<file path="src/rtl/debounce_pkg.sv">
// Shared defaults and sizing helper for the scrambler input-conditioning block.
// Optional rise-pulse generation is controlled by DEBOUNCE_RISE_PULSE_EN.
package debounce_pkg;

    localparam int CLK_DIV_DEF   = 4;
    localparam int STEP_DIV_DEF  = 25000000;
    localparam int DB_CYCLES_DEF = 250000;
    localparam int NUM_BTN_DEF   = 2;

    // Bits needed to count 0..limit-1; never narrower than one bit.
    function automatic int cnt_width(input int limit);
        return (limit > 1) ? $clog2(limit) : 1;
    endfunction

endpackage

</file>
<file path="src/rtl/debounce_ch.sv">
// One button channel: two-flop synchronizer, stability counter, debounced level
// and, when DEBOUNCE_RISE_PULSE_EN is defined, a one-clk press pulse.
module debounce_ch
    import debounce_pkg::*;
#(
    parameter int DB_CYCLES = DB_CYCLES_DEF
) (
    input  logic clk,
    input  logic reset,
    input  logic tick,
    input  logic btn_raw,
    output logic btn_db,
    output logic btn_rise
);

    localparam int            CW      = cnt_width(DB_CYCLES);
    localparam logic [CW-1:0] CNT_MAX = CW'(DB_CYCLES - 1);

    logic          sync_p0;
    logic          sync_p1;
    logic [CW-1:0] cnt;

    // Stage p0/p1: synchronizer; only sync_p0 can go metastable
    always_ff @(posedge clk or posedge reset) begin
        if (reset) begin
            sync_p0 <= 1'b0;
            sync_p1 <= 1'b0;
        end else begin
            sync_p0 <= btn_raw;
            sync_p1 <= sync_p0;
        end
    end

    always_ff @(posedge clk or posedge reset) begin
        if (reset) begin
            cnt    <= '0;
            btn_db <= 1'b0;
        end else if (tick) begin
            if (sync_p1 == btn_db) begin
                cnt <= '0;
            end else if (cnt == CNT_MAX) begin
                btn_db <= sync_p1;
                cnt    <= '0;
            end else begin
                cnt <= cnt + CW'(1);
            end
        end
    end

`ifdef DEBOUNCE_RISE_PULSE_EN
    logic btn_db_q;

    // Edge detect registered one clk after btn_db changes
    always_ff @(posedge clk or posedge reset) begin
        if (reset) begin
            btn_db_q <= 1'b0;
            btn_rise <= 1'b0;
        end else begin
            btn_db_q <= btn_db;
            btn_rise <= btn_db & ~btn_db_q;
        end
    end
`else
    assign btn_rise = 1'b0;
`endif

endmodule

</file>
<file path="src/rtl/debounce.sv">
// Scrambler front end: 25 MHz-rate enable, slow step enable and NUM_BTN debounced
// buttons, all on one clock. btn_rise is live only with DEBOUNCE_RISE_PULSE_EN.
module debounce
    import debounce_pkg::*;
#(
    parameter int CLK_DIV   = CLK_DIV_DEF,
    parameter int STEP_DIV  = STEP_DIV_DEF,
    parameter int DB_CYCLES = DB_CYCLES_DEF,
    parameter int NUM_BTN   = NUM_BTN_DEF
) (
    input  logic               clk,
    input  logic               reset,
    input  logic [NUM_BTN-1:0] btn_raw,
    output logic               clk_25_en,
    output logic               step_en,
    output logic [NUM_BTN-1:0] btn_db,
    output logic [NUM_BTN-1:0] btn_rise
);

    localparam int            DW       = cnt_width(CLK_DIV);
    localparam int            SW       = cnt_width(STEP_DIV);
    localparam logic [DW-1:0] DIV_MAX  = DW'(CLK_DIV - 1);
    localparam logic [SW-1:0] STEP_MAX = SW'(STEP_DIV - 1);

    logic [DW-1:0] div_cnt;
    logic [SW-1:0] step_cnt;
    logic          div_wrap;

    assign div_wrap = (div_cnt == DIV_MAX);

    // step_en is decided from the pre-advance step_cnt so it lands on a clk_25_en pulse
    always_ff @(posedge clk or posedge reset) begin
        if (reset) begin
            div_cnt   <= '0;
            step_cnt  <= '0;
            clk_25_en <= 1'b0;
            step_en   <= 1'b0;
        end else begin
            div_cnt   <= div_wrap ? '0 : div_cnt + DW'(1);
            clk_25_en <= div_wrap;
            step_en   <= div_wrap && (step_cnt == STEP_MAX);
            if (clk_25_en) begin
                step_cnt <= (step_cnt == STEP_MAX) ? '0 : step_cnt + SW'(1);
            end
        end
    end

    for (genvar i = 0; i < NUM_BTN; i++) begin : g_ch
        debounce_ch #(
            .DB_CYCLES(DB_CYCLES)
        ) u_ch (
            .clk     (clk),
            .reset   (reset),
            .tick    (clk_25_en),
            .btn_raw (btn_raw[i]),
            .btn_db  (btn_db[i]),
            .btn_rise(btn_rise[i])
        );
    end

endmodule

</file>
<file path="config.mk">
export PLATFORM = sky130hd
export DESIGN_NAME = debounce
export DESIGN_NICKNAME = d
export VERILOG_FILES = /design/src/rtl/debounce_pkg.sv /design/src/rtl/debounce_ch.sv /design/src/rtl/debounce.sv
export SDC_FILE = /design/constraint.sdc
export NUM_CORES = 1
export LEC_CHECK = 0
export CORE_ASPECT_RATIO = 1.1
export CORE_MARGIN = 2
export CORE_UTILIZATION = 60
export CTS_CLUSTER_DIAMETER = 120
export DETAILED_ROUTE_END_ITERATION = 16
export MAX_ROUTING_LAYER = met4
export PLACE_DENSITY_LB_ADDON = 0.08
export SETUP_SLACK_MARGIN = 0.5
export SYNTH_ARGS = -nofsm -noshare
export SYNTH_HDL_FRONTEND = slang
export SYNTH_SLANG_ARGS = --single-unit
export TNS_END_PERCENT = 20
</file>
<file path="constraint.sdc">
create_clock -name clk -period 4.41 [get_ports clk]
set_input_delay 0.882 -clock clk [delete_from_list [all_inputs] [get_ports clk]]
set_output_delay 0.882 -clock clk [all_outputs]
set_load 0.005 [all_outputs]
</file>
==> results.toml <==
[place]
dp_hpwl_um = 5160
place_ws_ns = 1.97
port_buffers = 7
gp_congestion = 0.871

[pwr]
ir_drop_uv = 247
p_leak_nw = 1.78
powerDensity_mw_per_mm2 = 298

[clock_network]
cts_setup_buffers = 0
cts_inserted_buffers = 9
cts-root-buf = "clkbuf_8"
ctsResizeCount = 0
h-tree-depth = 3
cts.reportedPaths.clkPinSlew_ns = 0.08
clk_path_buf_depth = 2
cts.sinks = 71
cts_hold_buf = 0
insertion_delay_ns = 0.35
cts_tree = "built"

[timing]
tightest_slew_ns = 1.10
slew_headroom_pct = 26.4
drv_slew = 0
finalSetupViolCount = 0
whs_ns = 0.356
fin_tns_setup_ns = 0
finalCritPeriodShare_pct = 57.2
hold_viol = 0
fin_ws_ns = 1.89
rsz0062_at_grt = "false"
fmax_mhz = 397
fin_crit_ns = 2.52
skew_ns = 0.00883

[route]
wl_um = 7590
viasPerCell = 6.15
drt_iter0_drc = 234
ant_nets = 0
via_count = 2902
drt_first_pass_iters = 4
drc_errors = 0
wl_per_cell_um = 16.1

[logic_synthesis]
yosysSeqAreaShare_pct = 47.6
yosysWarnings = 0
synth-seq-cells = 71
ys.flop_type = "dfrtp_1"
syn-instance-count = 381
async_reset_ff_share_pct = 100
synth_edf_count = 0
syn_area_per_cell_um2 = 9.79
yosysUniqueCellTypes = 55
synth_area_mm2 = 0.00373

[critical_path]
endpoint_kind = "output port"
path_cells = "clkdlybuf4s50_1"
path_buf_inv = 1
crit_slowest_cell = "dfrtp_1"
crit_path_start_kind = "register"
crit_required_ns = 3.53
crit_fanout = 17
worstSetupPathType = "reg -> out"
cp_slowest_stage_delay_ns = 0.66
cp_top_family = "flip-flops"
arrival_ns = 1.64

[final_layout]
fin_nets = 395
antennaDiodeCount = 0
area.growth.synth_to_final_pct = 7.68
drive_gt1_share_pct = 8.16
final_common_cell = "dfrtp_1"
final_cell_mix = "dfrtp_1, nand2_1, nand3_1"

[min_path]
hp-class = "reg -> reg"

[global_routing]
grt-ovfl-total = 0
grtUsageTotal_pct = 24.9
antenna_found_initial = 0
grt_max_degree = 55
grt_pass1_vias = 2767
grt_pass1_wl_um = 12900

[outcome]
status = "complete, no violations"

[flow_run]
cap_viol_max_count = 0

[floorplanning]
io_pins = 10
rows = 30
die_x_um = 79.2
die_area_mm2 = 0.00687
initial_core_util_pct = 61.4
die_h_um = 86.7
core_mm2 = 0.00608
==> worst paths after layout <==
path / startpoint / endpoint / slack [ns] / depth (start not counted)
min in group asynchronous: reset / g_ch[1].u_ch.cnt[2] / 1.11 / 2
worst max register to register: g_ch[0].u_ch.cnt[0] / g_ch[0].u_ch.cnt[12] / 2.04 / 6
worst min register to register: g_ch[0].u_ch.sync_p0 / g_ch[0].u_ch.sync_p1 / 0.36 / 0
max in group asynchronous: reset / g_ch[0].u_ch.cnt[6] / 2.43 / 3
worst min-delay path: g_ch[0].u_ch.sync_p0 / g_ch[0].u_ch.sync_p1 / 0.36 / 0
worst max-delay path: clk_25_en / clk_25_en / 1.89 / 1
==> through the flow <==
step	area, µm²	power [mW]	utilization [%]	instances
2_1_floorplan	3730	0.692	-	382
3_3_place_gp	3830	0.700	63.0	456
3_5_place_dp	3830	0.701	63.0	456
4_1_cts	4020	1.21	66.1	472
5_1_grt	4020	1.24	66.1	472
6_report	4020	1.20	66.1	472
==> synth_stat cells (all sizes together), types with 2 or more instances <==
cell | n | share of area [%]
o211ai | 2 | 0.40
a22o | 6 | 1.4
nor2b | 2 | 0.34
mux2i | 2 | 0.54
o21ai | 21 | 2.8
nor3 | 15 | 2.0
a21o | 14 | 2.8
nor4b | 6 | 1.7
and2 | 4 | 0.67
xor2 | 11 | 2.6
o31ai | 3 | 0.60
clkbuf | 6 | 0.60
nor2 | 27 | 2.7
nor4 | 10 | 2.8
nand2 | 36 | 3.8
or4 | 4 | 0.91
a21oi | 4 | 0.54
nand4 | 16 | 2.9
a31o | 2 | 0.47
mux2 | 3 | 0.91
clkinv | 2 | 0.20
nand4b | 3 | 0.70
xnor2 | 9 | 2.1
and3 | 14 | 2.3
and4 | 7 | 1.8
dfrtp | 71 | 48
o221ai | 2 | 0.47
o22ai | 2 | 0.34
a211o | 4 | 0.94
o311ai | 2 | 0.47
nor3b | 3 | 0.60
inv | 10 | 1.0
a31oi | 4 | 0.67
buf | 8 | 1.5
or3 | 6 | 1.0
ha | 4 | 1.3
nand3 | 30 | 4.0
==> area by class of cell <==
class | count | area (µm²)
Multi-Input combinational cell | 284 | 1820
Clock inverter | 6 | 61.3
Fill cell | 520 | 2060
Tap cell | 80 | 100
Sequential cell | 71 | 1780
Clock buffer | 10 | 128
Inverter | 12 | 45.0
Timing Repair Buffer | 9 | 85.1
==> logic make-up after synthesis <==
kind of cell | Yosys count | synth area share [%]
multiplexers | 5 | 1.44
adder cells (fa/ha/maj) | 4 | 1.34
buffers and inverters | 27 | 3.66
AO/OA/AOI/OAI | 69 | 12.7
other | 1 | 0.101
AND/OR/NAND/NOR | 184 | 28.4
flip-flops | 71 | 47.6
XOR/XNOR | 20 | 4.69
==> power by group <==
group | total [mW] | internal [mW] | switching (mW) | leakage (nW)
sequential | 0.663 | 0.657 | 0.00605 | 0.963
combinational | 0.0243 | 0.00784 | 0.0164 | 0.718
clock | 0.511 | 0.259 | 0.252 | 0.0960
total | 1.20 | 0.924 | 0.275 | 1.78
==> registers in the layout (all words and copies together), names as in the netlist <==
signal             cells
g_ch.u_ch.btn_db       2
step_en                1
g_ch.u_ch.cnt         36
step_cnt              25
g_ch.u_ch.sync_p1      2
g_ch.u_ch.sync_p0      2
clk_25_en              1
div_cnt                2
==> metal layers <==
| layer | GRT usage, % | wire (µm) | vias to the layer above |
|---|---|---|---|
| met5 | - | 0 | - |
| met4 | 10.3 | 138 | 0 |
| met3 | 4.27 | 197 | 15 |
| met2 | 41.8 | 3880 | 35 |
| met1 | 29.8 | 3370 | 1427 |
| li1 | - | - | 1425 |
No activity file was read; power rests on OpenSTA's default activity.
